<file path="config.mk">
export PLATFORM = sky130hd
export DESIGN_NAME = run_before_decoder_flat
export DESIGN_NICKNAME = d
export VERILOG_FILES = /design/src/rtl/run_before_decoder_if.sv /design/src/rtl/run_before_decoder.sv /design/src/flat_wrapper.sv
export SDC_FILE = /design/constraint.sdc
export NUM_CORES = 1
export LEC_CHECK = 0
export ABC_AREA = 1
export ABC_CLOCK_PERIOD_IN_PS = 2610
export BUFFER_PORTS_ARGS = -buffer_cell sky130_fd_sc_hd__buf_2
export CORE_AREA = 8 8 92 94
export CTS_CLUSTER_DIAMETER = 200
export DETAILED_ROUTE_END_ITERATION = 10
export DIE_AREA = 0 0 100 102
export HOLD_SLACK_MARGIN = 0.15
export MAX_ROUTING_LAYER = met4
export PLACE_DENSITY_LB_ADDON = 0.3
export SLEW_MARGIN = 20
export SYNTH_ARGS = -nofsm -noshare
export SYNTH_HDL_FRONTEND = slang
export SYNTH_SLANG_ARGS = --single-unit
</file>
<file path="constraint.sdc">
create_clock -name Clk -period 2.61 [get_ports Clk]
set_input_delay 0.1305 -clock Clk [delete_from_list [all_inputs] [get_ports Clk]]
set_output_delay 0.1305 -clock Clk [all_outputs]
set_load 0.02 [all_outputs]
</file>
<file path="src/rtl/run_before_decoder_if.sv">
// Handshake and bit-window bundle between the total_zeros stage, the run_before decoder and its consumers.
// No logic, wiring only.
// The slave side (the decoder) drives the run outputs, and the master side drives the block inputs and RunReady.
interface run_before_decoder_if #(
  parameter int CW = 5
);
  logic          Start;
  logic [CW-1:0] TotalCoeff;
  logic [3:0]    TotalZeros;
  logic [10:0]   Bits;
  logic          RunValid;
  logic          RunReady;
  logic [3:0]    RunBefore;
  logic [CW-1:0] CoeffIdx;
  logic          ShiftEn;
  logic [3:0]    NumShift;
  logic          Busy;
  logic          Done;
  logic          Error;

  modport master (
    output Start, TotalCoeff, TotalZeros, Bits, RunReady,
    input  RunValid, RunBefore, CoeffIdx, ShiftEn, NumShift, Busy, Done, Error
  );

  modport slave (
    input  Start, TotalCoeff, TotalZeros, Bits, RunReady,
    output RunValid, RunBefore, CoeffIdx, ShiftEn, NumShift, Busy, Done, Error
  );
endinterface

</file>
<file path="src/rtl/run_before_decoder.sv">
// CAVLC run_before decoder: emits one zero-run per coefficient, in reverse scan order, for one residual block.
// Latency: the first run is valid one cycle after Start, then one run per cycle while RunReady stays high.
// Backpressure: RunValid and its payload are held while RunReady is low, and ShiftEn fires only on accept.
module run_before_decoder #(
  parameter int MAX_COEFF = 16,
  parameter int CW        = 5
) (
  input  logic                 Clk,
  input  logic                 nReset,
  run_before_decoder_if.slave  bus
);

  localparam logic [1:0] S_IDLE = 2'd0;
  localparam logic [1:0] S_RUN  = 2'd1;
  localparam logic [1:0] S_DONE = 2'd2;
  localparam logic [1:0] S_ERR  = 2'd3;

  localparam logic [CW-1:0] ONE = {{(CW-1){1'b0}}, 1'b1};

  logic [1:0]    state_q;
  logic [CW-1:0] tc_q;
  logic [3:0]    zl_q;
  logic [CW-1:0] idx_q;

  logic [2:0]    zl_sat;
  logic [3:0]    dec_run;
  logic [3:0]    dec_ns;
  logic          dec_bad;
  logic          lz_found;

  logic          last_c;
  logic [3:0]    run_c;
  logic [3:0]    ns_c;
  logic          err_c;
  logic          accept_c;
  logic          tc_big;
  logic          tz_big;

  assign last_c = (idx_q == (tc_q - ONE));
  assign zl_sat = (zl_q > 4'd7) ? 3'd7 : zl_q[2:0];

  // Table decode of run_before from the head of the bit window, indexed by min(ZerosLeft,7)
  always_comb begin
    dec_run  = 4'd0;
    dec_ns   = 4'd0;
    dec_bad  = 1'b0;
    lz_found = 1'b0;
    case (zl_sat)
      3'd1: begin
        dec_ns  = 4'd1;
        dec_run = bus.Bits[10] ? 4'd0 : 4'd1;
      end
      3'd2: begin
        if (bus.Bits[10]) begin
          dec_ns  = 4'd1;
          dec_run = 4'd0;
        end else begin
          dec_ns  = 4'd2;
          dec_run = bus.Bits[9] ? 4'd1 : 4'd2;
        end
      end
      3'd3: begin
        dec_ns  = 4'd2;
        dec_run = 4'd3 - {2'b00, bus.Bits[10:9]};
      end
      3'd4: begin
        if (bus.Bits[10:9] != 2'b00) begin
          dec_ns  = 4'd2;
          dec_run = 4'd3 - {2'b00, bus.Bits[10:9]};
        end else begin
          dec_ns  = 4'd3;
          dec_run = bus.Bits[8] ? 4'd3 : 4'd4;
        end
      end
      3'd5: begin
        if (bus.Bits[10]) begin
          dec_ns  = 4'd2;
          dec_run = bus.Bits[9] ? 4'd0 : 4'd1;
        end else begin
          dec_ns  = 4'd3;
          dec_run = 4'd5 - {2'b00, bus.Bits[9:8]};
        end
      end
      3'd6: begin
        if (bus.Bits[10:9] == 2'b11) begin
          dec_ns  = 4'd2;
          dec_run = 4'd0;
        end else begin
          dec_ns = 4'd3;
          case (bus.Bits[10:8])
            3'b000:  dec_run = 4'd1;
            3'b001:  dec_run = 4'd2;
            3'b011:  dec_run = 4'd3;
            3'b010:  dec_run = 4'd4;
            3'b101:  dec_run = 4'd5;
            3'b100:  dec_run = 4'd6;
            default: dec_run = 4'd0;
          endcase
        end
      end
      3'd7: begin
        if (bus.Bits[10:8] != 3'b000) begin
          dec_ns  = 4'd3;
          dec_run = 4'd7 - {1'b0, bus.Bits[10:8]};
        end else begin
          // Unary escape: k leading zeros (k>=3) then a one codes run k+4 in k+1 bits
          for (int k = 3; k <= 10; k++) begin
            if (!lz_found && bus.Bits[10-k]) begin
              lz_found = 1'b1;
              dec_run  = 4'(k + 4);
              dec_ns   = 4'(k + 1);
            end
          end
          if (!lz_found) dec_bad = 1'b1;
        end
      end
      default: ;
    endcase
    if (dec_run > zl_q) dec_bad = 1'b1;
  end

  // Select between inferred runs (last coefficient, no zeros left) and the table decode
  always_comb begin
    run_c = 4'd0;
    ns_c  = 4'd0;
    err_c = 1'b0;
    if (state_q == S_RUN) begin
      if (last_c) begin
        run_c = zl_q;
      end else if (zl_q != 4'd0) begin
        run_c = dec_run;
        ns_c  = dec_ns;
        err_c = dec_bad;
      end
    end
  end

  assign bus.RunValid  = (state_q == S_RUN) && !err_c;
  assign bus.RunBefore = run_c;
  assign bus.NumShift  = ns_c;
  assign bus.CoeffIdx  = idx_q;
  assign bus.ShiftEn   = bus.RunValid && bus.RunReady && (ns_c != 4'd0);
  assign bus.Busy      = (state_q == S_RUN);
  assign bus.Done      = (state_q == S_DONE);
  assign bus.Error     = (state_q == S_ERR);

  assign accept_c = bus.RunValid && bus.RunReady;
  // The zeros bound is checked as TZ+TC>MAX so no subtraction can wrap
  assign tc_big   = 32'(bus.TotalCoeff) > 32'(MAX_COEFF);
  assign tz_big   = (32'(bus.TotalZeros) + 32'(bus.TotalCoeff)) > 32'(MAX_COEFF);

  // Block sequencing: start validation, per-run bookkeeping, and single-cycle Done/Error pulses
  always_ff @(posedge Clk or negedge nReset) begin
    if (!nReset) begin
      state_q <= S_IDLE;
      tc_q    <= '0;
      zl_q    <= 4'd0;
      idx_q   <= '0;
    end else begin
      case (state_q)
        S_IDLE: begin
          if (bus.Start) begin
            tc_q  <= bus.TotalCoeff;
            zl_q  <= bus.TotalZeros;
            idx_q <= '0;
            if ((bus.TotalCoeff == '0) && (bus.TotalZeros == 4'd0)) begin
              state_q <= S_DONE;
            end else if ((bus.TotalCoeff == '0) || tc_big || tz_big) begin
              state_q <= S_ERR;
            end else begin
              state_q <= S_RUN;
            end
          end
        end
        S_RUN: begin
          if (err_c) begin
            state_q <= S_ERR;
          end else if (accept_c) begin
            zl_q  <= zl_q - run_c;
            idx_q <= idx_q + ONE;
            if (last_c) state_q <= S_DONE;
          end
        end
        default: state_q <= S_IDLE;
      endcase
    end
  end

endmodule

</file>
<file path="src/flat_wrapper.sv">
// flat-port wrapper written by rule: the top's interface ports become plain ports
module run_before_decoder_flat 
#(
  parameter int MAX_COEFF = 16,
  parameter int CW        = 5
)
  (Clk, nReset, bus_Start, bus_TotalCoeff, bus_TotalZeros, bus_Bits, bus_RunReady, bus_RunValid, bus_RunBefore, bus_CoeffIdx, bus_ShiftEn, bus_NumShift, bus_Busy, bus_Done, bus_Error);
  run_before_decoder_if #(.CW(CW)) bus_i ();
  input  logic Clk;
  input  logic nReset;
  input wire logic [$bits(bus_i.Start)-1:0] bus_Start;
  input wire logic [$bits(bus_i.TotalCoeff)-1:0] bus_TotalCoeff;
  input wire logic [$bits(bus_i.TotalZeros)-1:0] bus_TotalZeros;
  input wire logic [$bits(bus_i.Bits)-1:0] bus_Bits;
  input wire logic [$bits(bus_i.RunReady)-1:0] bus_RunReady;
  output wire logic [$bits(bus_i.RunValid)-1:0] bus_RunValid;
  output wire logic [$bits(bus_i.RunBefore)-1:0] bus_RunBefore;
  output wire logic [$bits(bus_i.CoeffIdx)-1:0] bus_CoeffIdx;
  output wire logic [$bits(bus_i.ShiftEn)-1:0] bus_ShiftEn;
  output wire logic [$bits(bus_i.NumShift)-1:0] bus_NumShift;
  output wire logic [$bits(bus_i.Busy)-1:0] bus_Busy;
  output wire logic [$bits(bus_i.Done)-1:0] bus_Done;
  output wire logic [$bits(bus_i.Error)-1:0] bus_Error;
  assign bus_i.Start = bus_Start;
  assign bus_i.TotalCoeff = bus_TotalCoeff;
  assign bus_i.TotalZeros = bus_TotalZeros;
  assign bus_i.Bits = bus_Bits;
  assign bus_i.RunReady = bus_RunReady;
  assign bus_RunValid = bus_i.RunValid;
  assign bus_RunBefore = bus_i.RunBefore;
  assign bus_CoeffIdx = bus_i.CoeffIdx;
  assign bus_ShiftEn = bus_i.ShiftEn;
  assign bus_NumShift = bus_i.NumShift;
  assign bus_Busy = bus_i.Busy;
  assign bus_Done = bus_i.Done;
  assign bus_Error = bus_i.Error;
  run_before_decoder #(.MAX_COEFF(MAX_COEFF), .CW(CW)) u_core (.Clk(Clk), .nReset(nReset), .bus(bus_i));
endmodule
</file>
==> impl_metrics.json <==
{
  "swShare_pct": 49.66,
  "cts_buffers": 3,
  "die_w_um": 100,
  "maxCapViolCount": 0,
  "p_seq_share_pct": 13.7,
  "wire_per_inst_um": 12.03,
  "drive_gt1_share_pct": 41.24,
  "status": "finished with violations",
  "start_util_pct": 28.91,
  "cp-start-kind": "register",
  "ys_ff_latch": 16,
  "worstPathMaxFanout": 4,
  "io_pins": 42,
  "synth_compound_area_share_pct": 15.57,
  "regToRegSetupSlack_ns": -0.01,
  "syn_area_um2": 2041,
  "areaGrowthSynthToFinish_pct": 51.99,
  "synth.net_count": 372,
  "place_area_um2": 2685,
  "slew_headroom_pct": 62.38,
  "synthTopCellsByArea": "dfrtp_1 20%, nand2_1 16%, inv_1 9.6%, ha_1 8.6%, nand3_1 6.9%",
  "arrival_ns": 2.54,
  "drv_slew": 0,
  "grt_remaining_overflow": 0,
  "cts_buffer_depth": 2,
  "fillers": 781,
  "muxShareOfSynthArea_pct": 0.5518,
  "yosys.area.top_type": "dfrtp_1",
  "layout_common_cells": "76 x nand2_1, 51 x buf_4, 47 x inv_1, 39 x buf_2, 30 x nor2_1",
  "rsz0062_at_grt": "true",
  "antenna_found_initial": 0,
  "fmax_mhz": 374.5,
  "p_clk_share_pct": 6.6,
  "layout.nets": 475,
  "synth-xor-area-share_pct": 2.146,
  "crit_path_end": "bus_ShiftEn",
  "dieArea_um2": 10200,
  "violations": "setup timing",
  "finalInstanceArea_um2": 3102,
  "synthDistinctLibCells": 39,
  "drc": 0,
  "path_clk_slew_ns": 0.07,
  "r2r_cells": 19,
  "cp-startpoint": "u_core.zl_q[0]$_DFFE_PN0P_",
  "crit_required_ns": 2.48,
  "grt_pass1_wl_mm": 10.86,
  "yosysWarnings": 0,
  "tightest_slew_ns": 0.5630,
  "r2r-start": "u_core.zl_q[0]$_DFFE_PN0P_",
  "setup_slack_ns": -0.06025,
  "total_leakage_power_nw": 1.662,
  "holdWs_ns": 0.1524,
  "h-tree-depth": 1,
  "ir_drop_uv": 645.2,
  "synth_fa_ha_area_share_pct": 10.55,
  "hpwlAfterDp_mm": 5.151,
  "final_common_cell": "nand2_1",
  "first_pass_iters": 4,
  "async_flop_share_pct": 100.0,
  "totalPowerFinal_mw": 3.603,
  "cp-end-kind": "output port",
  "stdcell_count": 533,
  "syn_inst": 332,
  "internal_power_mw": 1.814,
  "reg2reg_to": "u_core.zl_q[3]$_DFFE_PN0P_",
  "wl_mm": 6.410,
  "core-area_um2": 7059,
  "hold_depth": 3,
  "synth_flop_cell": "dfrtp_1",
  "critPathKind": "register to output port",
  "port_buffers": 41,
  "setup_viol": 2,
  "grt_pass1_vias": 2550,
  "fin_crit_sh_pct": 102.3,
  "tns_ns": -0.07357,
  "root_buffer": "clkbuf_8",
  "synth_top_area_share_pct": 19.62,
  "cellPowerDensity_nw_per_um2": 1162,
  "via_per_inst": 4.642,
  "p_comb_share_pct": 79.7,
  "clkLatencyLatePin_ns": 0.26,
  "cts_num_sinks": 16,
  "place_congestion": 0.8739,
  "cts_tree": "done",
  "period_needed_ns": 2.670,
  "p_switching_mw": 1.789,
  "track_usage_pct": 13.09,
  "drt_first_iter_violations": 147,
  "skew_ns": 0.004187,
  "synth_top_family_by_area": "simple AND/OR/NAND/NOR gates",
  "num_rows": 31,
  "ant_nets": 0,
  "dp.cells": 513,
  "vias": 2474,
  "grt_max_degree": 17,
  "diodes": 0,
  "ys_seq_area_share_pct": 19.62,
  "synth-simple-area-share_pct": 39.42,
  "finalHoldViolCount": 0,
  "synth_enable_flop_cells": 0,
  "die_h_um": 102,
  "hold_path.class": "primary input to register",
  "synth_area_per_cell_um2": 6.147
}
[power by group through the flow]
stage / combinational [mW] / sequential (mW) / clock (mW)
CTS: 2.64 / 0.484 / 0.241
detailed placement: 2.23 / 0.473 / 0
floorplan: 1.39 / 0.465 / 0
global placement: 2.21 / 0.469 / 0
global route: 3.17 / 0.516 / 0.250
finish: 2.87 / 0.495 / 0.238
[sequential cells by signal (all words and copies together), names as in the netlist]
name                 count
u_core.state_q           2
u_core.bus.CoeffIdx      5
u_core.tc_q              5
u_core.zl_q              4
[routing by layer]
layer / vias to the layer above / share of wire [%] / global-route usage (%)
li1: 1281 / - / -
met1: 1152 / 50 / 16.37
met2: 37 / 48 / 21.96
met3: 4 / 1.8 / 1.499
met4: 0 / 0.44 / 3.256
met5: - / 0 / -
[worst max-delay path, stage by stage (launching register included)]
cell and delay, ns:
dfrtp_1 0.41, buf_6 0.13, nor2_4 0.15, nand2_2 0.10, nor2_4 0.11, nand2_2 0.07, a21oi_2 0.15, nor4_4 0.07
nand2_1 0.10, ha_4 0.21, a21oi_2 0.13, o21ai_2 0.07, o21ai_2 0.06, nand2_2 0.10, nand2_4 0.09, nand3_4 0.07
inv_2 0.06, nand2_2 0.04, inv_2 0.05, buf_6 0.10
[synthesized netlist by cell type (all sizes together) (2+ instances only)]
| library cell | instances |
|---|---|
| nand2 | 91 |
| inv | 60 |
| nor2 | 39 |
| nand3 | 29 |
| o21ai | 21 |
| a21oi | 16 |
| dfrtp | 16 |
| ha | 14 |
| nor3 | 9 |
| nand4 | 5 |
| xor2 | 5 |
| a31oi | 3 |
| o211ai | 3 |
| or2 | 3 |
| buf | 2 |
| fa | 2 |
| nor4 | 2 |
| o22ai | 2 |
[worst min-delay path by stage]
stage / endpoint / startpoint / slack, ns
after global placement: u_core.bus.CoeffIdx[3]$_DFFE_PN0P_ / nReset / 0.08
after detailed placement: u_core.bus.CoeffIdx[3]$_DFFE_PN0P_ / nReset / 0.08
final: u_core.state_q[0]$_DFFE_PN0P_ / bus_Start / 0.15
after global routing: u_core.state_q[0]$_DFFE_PN0P_ / bus_Start / 0.17
after CTS: u_core.tc_q[2]$_DFFE_PN0P_ / bus_TotalCoeff[2] / 0.16
after floorplan: u_core.bus.CoeffIdx[0]$_DFFE_PN0P_ / nReset / -0.17
[stage by stage]
stage | setup WS (ns) | utilization [%]
after CTS | -0.1093 | 42.52
after global placement | -0.2833 | 38.04
after detailed placement | -0.2510 | 38.04
after floorplan | 0.01228 | -
final | -0.06025 | 43.94
after global routing | -0.2273 | 43.94
[kinds of logic after synthesis]
kind of cell,Yosys count
DFF,16
and+or+nand+nor,178
muxes,1
buffers and inverters,64
xor gates and xnor gates,5
adders and majority gates,16
AOI/OAI and AO/OA,52
[final cells by class]
| class | count | area [µm²] | share of cell area (%) |
|---|---|---|---|
| inverter | 61 | 229.0 | 7.382 |
| sequential | 16 | 404.1 | 13.03 |
| tap | 99 | 123.9 | 3.994 |
| clock buffer | 4 | 55.05 | 1.775 |
| timing repair buffer | 100 | 689.4 | 22.23 |
| multi-input combinational | 253 | 1600 | 51.59 |
[timing repair]
item | in CTS | in global routing
resized for setup | 40 | 24
pin swaps | 15 | 15
gates cloned | 1 | 0
hold buffers | 1 | 0
endpoints found under the hold margin | 16 | 0
buffers inserted | 13 | 1
endpoints found under the setup margin | 13 | 13
(Power assumes the default switching activity.)
